File: src/rtl/pc_fetch_unit_if.sv
// Instruction-memory req/ack channel between the fetch unit and imem.
interface pc_fetch_unit_if;
    logic        imem_req;
    logic [31:0] imem_addr;
    logic [31:0] imem_rdata;
    logic        imem_ack;

    // Fetch unit side: issues requests, receives data.
    modport master (
        output imem_req,
        output imem_addr,
        input  imem_rdata,
        input  imem_ack
    );

    // Memory side: serves requests.
    modport slave (
        input  imem_req,
        input  imem_addr,
        output imem_rdata,
        output imem_ack
    );
endinterface

File: src/rtl/pc_fetch_unit.sv
// Program counter, instruction register and imem fetch FSM for the multicycle CPU.
module pc_fetch_unit #(
    parameter logic [31:0] RESET_PC = 32'h0000_0000,
    parameter logic [5:0]  HALT_OP  = 6'b111111
) (
    input  logic                   clk,
    input  logic                   reset,
    input  logic                   PCWre,
    input  logic                   IRWre,
    input  logic [1:0]             PCSrc,
    input  logic [31:0]            imm_ext,
    input  logic [31:0]            rs_data,
    pc_fetch_unit_if.master        imem,
    output logic [31:0]            pc,
    output logic [31:0]            ir,
    output logic                   ir_valid,
    output logic                   fetch_busy,
    output logic [31:0]            link_addr,
    output logic                   halted,
    output logic                   overlap_err,
    output logic [31:0]            fetch_count
);

    localparam int unsigned W = 32;

    localparam logic [0:0] F_IDLE = 1'b0;
    localparam logic [0:0] F_WAIT = 1'b1;

    localparam logic [1:0] SRC_SEQ    = 2'b00;
    localparam logic [1:0] SRC_BRANCH = 2'b01;
    localparam logic [1:0] SRC_JR     = 2'b10;
    localparam logic [1:0] SRC_JUMP   = 2'b11;

    logic [0:0]   state_q, state_d;
    logic [W-1:0] pc_q, pc_d;
    logic [W-1:0] ir_q, ir_d;
    logic [W-1:0] addr_q, addr_d;
    logic [W-1:0] link_q, link_d;
    logic [W-1:0] count_q, count_d;
    logic         req_q, req_d;
    logic         valid_q, valid_d;
    logic         busy_q, busy_d;
    logic         halted_q, halted_d;
    logic         ovl_q, ovl_d;
    logic [W-1:0] next_pc;

    // Next-PC selection; all adds wrap modulo 2^32.
    always_comb begin
        next_pc = pc_q + W'(4);
        case (PCSrc)
            SRC_SEQ:    next_pc = pc_q + W'(4);
            SRC_BRANCH: next_pc = pc_q + (imm_ext << 2);
            SRC_JR:     next_pc = rs_data & 32'hFFFF_FFFC;
            SRC_JUMP:   next_pc = {pc_q[31:28], ir_q[25:0], 2'b00};
        endcase
    end

    // Next-state and registered-output logic for PC and the fetch FSM.
    always_comb begin
        state_d  = state_q;
        pc_d     = pc_q;
        ir_d     = ir_q;
        addr_d   = addr_q;
        link_d   = link_q;
        count_d  = count_q;
        req_d    = req_q;
        valid_d  = valid_q;
        busy_d   = busy_q;
        halted_d = halted_q;
        ovl_d    = ovl_q;

        if (PCWre && !halted_q) begin
            pc_d = next_pc;
        end

        case (state_q)
            F_IDLE: begin
                // Fetch address is the pre-update PC even when PCWre fires together.
                if (IRWre && !halted_q) begin
                    addr_d  = pc_q;
                    req_d   = 1'b1;
                    busy_d  = 1'b1;
                    valid_d = 1'b0;
                    state_d = F_WAIT;
                end
            end
            F_WAIT: begin
                if (IRWre) begin
                    ovl_d = 1'b1;
                end
                if (imem.imem_ack) begin
                    ir_d    = imem.imem_rdata;
                    link_d  = addr_q + W'(4);
                    valid_d = 1'b1;
                    req_d   = 1'b0;
                    busy_d  = 1'b0;
                    count_d = count_q + W'(1);
                    if (imem.imem_rdata[31:26] == HALT_OP) begin
                        halted_d = 1'b1;
                    end
                    state_d = F_IDLE;
                end
            end
        endcase
    end

    // State and output registers; reset drops any outstanding request at once.
    always_ff @(posedge clk or negedge reset) begin
        if (!reset) begin
            state_q  <= F_IDLE;
            pc_q     <= RESET_PC;
            ir_q     <= '0;
            addr_q   <= '0;
            link_q   <= '0;
            count_q  <= '0;
            req_q    <= 1'b0;
            valid_q  <= 1'b0;
            busy_q   <= 1'b0;
            halted_q <= 1'b0;
            ovl_q    <= 1'b0;
        end else begin
            state_q  <= state_d;
            pc_q     <= pc_d;
            ir_q     <= ir_d;
            addr_q   <= addr_d;
            link_q   <= link_d;
            count_q  <= count_d;
            req_q    <= req_d;
            valid_q  <= valid_d;
            busy_q   <= busy_d;
            halted_q <= halted_d;
            ovl_q    <= ovl_d;
        end
    end

    assign imem.imem_req  = req_q;
    assign imem.imem_addr = addr_q;
    assign pc             = pc_q;
    assign ir             = ir_q;
    assign ir_valid       = valid_q;
    assign fetch_busy     = busy_q;
    assign link_addr      = link_q;
    assign halted         = halted_q;
    assign overlap_err    = ovl_q;
    assign fetch_count    = count_q;

endmodule

File: src/flat_wrapper.sv
// flat-port wrapper written by rule: the top's interface ports become plain ports
module pc_fetch_unit_flat 
#(
    parameter logic [31:0] RESET_PC = 32'h0000_0000,
    parameter logic [5:0]  HALT_OP  = 6'b111111
)
  (clk, reset, PCWre, IRWre, PCSrc, imm_ext, rs_data, pc, ir, ir_valid, fetch_busy, link_addr, halted, overlap_err, fetch_count, imem_imem_req, imem_imem_addr, imem_imem_rdata, imem_imem_ack);
  pc_fetch_unit_if imem_i ();
  input  logic clk;
  input  logic reset;
  input  logic PCWre;
  input  logic IRWre;
  input  logic [1:0] PCSrc;
  input  logic [31:0] imm_ext;
  input  logic [31:0] rs_data;
  output logic [31:0] pc;
  output logic [31:0] ir;
  output logic ir_valid;
  output logic fetch_busy;
  output logic [31:0] link_addr;
  output logic halted;
  output logic overlap_err;
  output logic [31:0] fetch_count;
  output wire logic [$bits(imem_i.imem_req)-1:0] imem_imem_req;
  output wire logic [$bits(imem_i.imem_addr)-1:0] imem_imem_addr;
  input wire logic [$bits(imem_i.imem_rdata)-1:0] imem_imem_rdata;
  input wire logic [$bits(imem_i.imem_ack)-1:0] imem_imem_ack;
  assign imem_imem_req = imem_i.imem_req;
  assign imem_imem_addr = imem_i.imem_addr;
  assign imem_i.imem_rdata = imem_imem_rdata;
  assign imem_i.imem_ack = imem_imem_ack;
  pc_fetch_unit #(.RESET_PC(RESET_PC), .HALT_OP(HALT_OP)) u_core (.clk(clk), .reset(reset), .PCWre(PCWre), .IRWre(IRWre), .PCSrc(PCSrc), .imm_ext(imm_ext), .rs_data(rs_data), .imem(imem_i), .pc(pc), .ir(ir), .ir_valid(ir_valid), .fetch_busy(fetch_busy), .link_addr(link_addr), .halted(halted), .overlap_err(overlap_err), .fetch_count(fetch_count));
endmodule
File: config.mk
export PLATFORM = sky130hd
export DESIGN_NAME = pc_fetch_unit_flat
export DESIGN_NICKNAME = d
export VERILOG_FILES = /design/src/rtl/pc_fetch_unit_if.sv /design/src/rtl/pc_fetch_unit.sv /design/src/flat_wrapper.sv
export SDC_FILE = /design/constraint.sdc
export NUM_CORES = 1
export LEC_CHECK = 0
export CAP_MARGIN = 25
export CORE_MARGIN = 2
export CORE_UTILIZATION = 50
export CTS_CLUSTER_SIZE = 10
export DETAILED_ROUTE_END_ITERATION = 12
export MAX_ROUTING_LAYER = met4
export PLACE_DENSITY = 0.82
export SYNTH_ARGS = -nofsm -noshare
export SYNTH_HDL_FRONTEND = slang
export SYNTH_SLANG_ARGS = --single-unit
File: constraint.sdc
create_clock -name clk -period 6.98 [get_ports clk]
set_input_delay 2.094 -clock clk [delete_from_list [all_inputs] [get_ports clk]]
set_output_delay 2.094 -clock clk [all_outputs]
set_load 0.03 [all_outputs]
Word-level counts from Yosys, hierarchy flattened
Index checks and enable logic that the tools add are counted.
- add/subtract/negate cells: 4
- $mul: 0
- div/mod/pow operators: 0
- $lt $le $gt $ge: 0
- equality and inequality tests: 6
- shift-type cells: 0
- muxes and demuxes: 10
- bitwise logic cells: 2
- reduce and logical (&&, ||, !) cells: 10
- operators by type and width (cell ; number):
    one-hot mux 32 bit (4 select lines) ; 1
    adder 32 x 3 -> 32 bit, second input constant ; 2
    adder 32 x 1 -> 32 bit, second input constant ; 1
    adder 32 bit ; 1
    AND reduction 2 bit ; 5
    == test 6 bit, second input constant ; 1
    two-way mux 1 bit ; 6
    one-hot mux 1 bit (2 select lines) ; 3
    == test 2 bit, second input constant ; 2
    AND reduction 3 bit ; 1
    == test 2 x 1 -> 1 bit, second input constant ; 1
    logical AND 1 bit ; 2
    zero test 2 bit ; 1
    inequality test 2 x 1 -> 1 bit, second input constant ; 1
    inequality test 2 bit, second input constant ; 1
    NOT 1 bit ; 2
    zero test 1 bit ; 1
- flip-flop bits (word level): 165
- latch bits: 0
- bits in writable memories: 0
- memory bits (read-only): 0
- input bits: 103
- output and inout bits: 165
- memories: 0

Depth between registers and ports, before layout
- depth after elaboration: 4
- gate-level depth with buffers: 14
- depth with buffers taken out: 11

Worst setup path before layout
No wires, ideal clock.
- kind: input port to flip-flop
- start point: input PCSrc[0]
- end point: register u_core.pc_q[20] (netlist: u_core.pc[20])
- setup time: 138 ps
- arrival time: 4541 ps
- required time: 6842 ps
- slack: 2300 ps
- cell stages on the path: 13
- path buffers: 2
- cell sequence: clkbuf_1 -> nor2b_1 -> clkbuf_1 -> nand2b_1 -> ha_1 -> fa_1 -> a21oi_1 -> o22ai_1 -> o211ai_2 -> o21a_1 -> o21ai_1 -> mux2i_1 -> o211ai_1
- longest elaborated chain between the ends: 2
- elaborated cells on any way between the ends: 5
- ends and longest elaborated chain (element ; line ; source):
    start, declared ; flat_wrapper.sv:13 ; input logic [1:0] PCSrc;
    == test 2 bit (tied with other cells) ; pc_fetch_unit.sv:50 ; case (PCSrc)
    one-hot mux 32 bit (4 select lines) (*) ; pc_fetch_unit.sv:50 ;
    end signal, assigned ; pc_fetch_unit.sv:123 ; pc_q <= pc_d;
    end, declared ; pc_fetch_unit.sv:35 ; logic [W-1:0] pc_q, pc_d;
Every way passes the cells marked *; elsewhere a longest branch is shown, timed or not.
A chain may end at the register's enable or synchronous reset.

Final worst setup path
- start point: input PCSrc[1]
- end point: register u_core.pc_q[27] (netlist: u_core.pc[27])
The elaborated chain is that of the path after synthesis.

==> results.md <==
* Status: finished, final reports clean
* Clock period minus worst slack at 5.13 ns
* Seq pwr share at 0.333
* Die height at 137 µm
* Maxcap violations at 0
* Synthesized cell area at 8890 µm²
* Clock buffer count from CTS at 17
* CP endpoint kind: flip-flop
* Sw power at 1.92 mW
* Yosys top cell by area: dfrtp_1
* Setup TNS at 0 ns
* Endpoints failing setup at 0
* Final Hold Viols at 0
* CP Class: in -> reg
* Gr usage total at 0.278
* RSZ-0062 raised after global routing: false
* Cell Rows at 48
* Drt total wl at 25100 µm
* Clk pwr share at 0.215
* Synth warn at 0
* Pins over their slew limit at 0
* Flops & latches, synth at 159
* Post-synth EDFFs at 0
* Max VDD drop at 242 µV
* WHS Path Cells at 2
* I/O pins at 268
* Pwr dens at 373 nW/µm²
* CTS Buffer Depth at 2
* Final Util at 0.707
* Mapped Cells at 977
* Overflow left after global routing at 0
* Mean post-synth cell area at 9.10 µm²
* Period utilization at 0.735
* Input/output buffers at 257
* 1st-iter DRT viols at 651
* Ant. Diodes at 0
* Hpwl dp at 18500 µm
* Hold_buf cts at 0
* Most common cell in the netlist: nand2_1
* Starting density of the core at 0.512
* Via count at 7968
* H-tree Lvls at 4
* # Post-CTS Setup Buffers at 0
* Post-CTS Resized at 0
* Top post-synthesis cells by area: dfrtp_1 45%, nand2_1 9.0%, o21ai_0 4.9%
* Drt pass-1 iters at 6
* CP Launch Type: input pin
* Width of the die at 137 µm
* CTS Root Cell: clkbuf_16
* Post-synth top flop: dfrtp_1
* Count of different cell masters after synthesis at 57
* Share of cells above drive strength 1 at 0.0698
* Number of global-route vias before repair at 7768
* Largest net degree at the start of global routing at 110
* Worst-skew pair later-pin latency at 0.43 ns
* Die area at 18900 µm²
* CTS tree: built
* Register-to-Register Path Depth at 9
* Gpl congestion at 0.946
* Placeable Area at 17400 µm²
* Post-route DRC at 0
* ANT nets after route at 0
* Synth-to-layout area growth at 37.9%
* Fillcell total at 1321
* Reg clk slew, reported paths at 0.07 ns
* Nets at 1354
* Synth cell count leaders: 214 x nand2_1, 159 x dfrtp_1, 87 x o21ai_0
* Vias per cell at 5.47
* Worst-margin pin slew at 0.881 ns
* CP Max Fanout at 21
* Async set-reset flop share out of synthesis at 1.00
* Comb pwr share at 0.452
* FMAX at 195 MHz
* Int Power at 2.66 mW
* Worst Skew at 0.0139 ns
* # clock sinks at 159
* Initial antenna violation count at 0
* Wire per inst at 17.2 µm
* Hold/Removal Path Class: reg -> reg
* First-pass GRT wire length at 39700 µm
* Post-synthesis sequential area ratio at 0.447
* Crit path required time at 7.27 ns
* Switching share of power at 0.418
* Relative slew margins at 0.413
* Yosys top cell area share at 0.447
* Worst EP arrival at 5.42 ns
* Leakage power at 5.50 nW
routing by layer:
| layer | share of wire | up-vias | global-route usage | wire (µm) |
|---|---|---|---|---|
| met2 | 0.48 | 322 | 0.443 | 12000 |
| met1 | 0.43 | 3765 | 0.361 | 10900 |
| met4 | 0.029 | 0 | 0.0962 | 740 |
| li1 | - | 3825 | - | - |
| met5 | 0 | - | - | 0 |
| met3 | 0.059 | 56 | 0.0460 | 1490 |
critical path: stages:
cell and delay (ns):
clkdlybuf4s50_1 0.48, nor2b_1 0.51, buf_4 0.34, and2_1 0.17, ha_1 0.28, a21oi_1 0.29
o21ai_0 0.14, a41oi_1 0.36, o22ai_1 0.18, a211oi_1 0.32, xor2_1 0.18, a21oi_1 0.08
worst paths after layout:
check	start	end	slack, ns
min reg2reg	u_core.ir[30]	u_core.ir[30]	0.47
max	PCSrc[1]	u_core.pc[27]	1.85
max in group asynchronous	reset	u_core.pc[10]	4.50
max reg2reg	u_core.pc[2]	u_core.pc[30]	4.22
min	u_core.ir[30]	u_core.ir[30]	0.47
min in group asynchronous	reset	u_core.fetch_count[29]	1.53
sequential cells by signal (all words and copies together) (netlist names):
name                   flops
u_core.fetch_count        32
u_core.halted              1
u_core.imem.imem_addr     30
u_core.imem.imem_req       1
u_core.ir                 32
u_core.ir_valid            1
u_core.link_addr          30
u_core.overlap_err         1
u_core.pc                 30
u_core.state_q             1
cells by family after synthesis:
logic type / synth area share
flip-flops: 0.447
buffers and inverters: 0.0297
other: 0.000422
adder cells (fa/ha/maj): 0.0459
multiplexers: 0.0675
XOR/XNOR: 0.0788
AND/OR/NAND/NOR: 0.206
AO/OA/AOI/OAI: 0.124
per-stage QoR:
stage          instance area (µm²)  power, mW  hold WS, ns  setup WS, ns  cells
3_3_place_gp                 11600       3.55        0.458          1.49   1424
2_1_floorplan                 8910       2.69        0.516          2.30    982
6_report                     12300       4.58        0.472          1.85   1457
3_5_place_dp                 11600       3.60        0.461          1.41   1424
4_1_cts                      12200       4.60        0.477          1.85   1456
5_1_grt                      12300       4.81        0.504          1.65   1457
power groups by stage:
stage	Sequential (mW)	Clock, mW	Combinational [mW]
2_1_floorplan	2.03	0	0.662
3_3_place_gp	1.52	0	2.03
3_5_place_dp	1.54	0	2.06
4_1_cts	1.52	0.996	2.07
5_1_grt	1.57	1.03	2.21
6_report	1.53	0.984	2.07
placed cells by master, fill, tap and decap left out, drive strengths merged, types with 16 or more instances in the layout:
| cell | Yosys | final |
|---|---|---|
| a21oi | 41 | 41 |
| and2 | 30 | 30 |
| and3 | 16 | 16 |
| clkbuf | 37 | 21 |
| clkdlybuf4s50 | 0 | 255 |
| dfrtp | 159 | 159 |
| ha | 31 | 31 |
| inv | 14 | 16 |
| mux2 | 32 | 32 |
| mux2i | 24 | 24 |
| nand2 | 214 | 214 |
| nand3 | 32 | 32 |
| nor2 | 57 | 57 |
| o21ai | 91 | 91 |
| xnor2 | 43 | 43 |
| xor2 | 37 | 37 |
cell type report:
cell class,instances,area [µm²],share of cell area
tap,225,282,0.0230
inverter,14,52.6,0.00428
clock buffer,21,460,0.0375
clock inverter,11,154,0.0125
timing repair buffer,266,2660,0.217
sequential,159,3980,0.324
multi-input combinational,761,4680,0.382
Note: power is estimated with default switching activity, not from simulation.
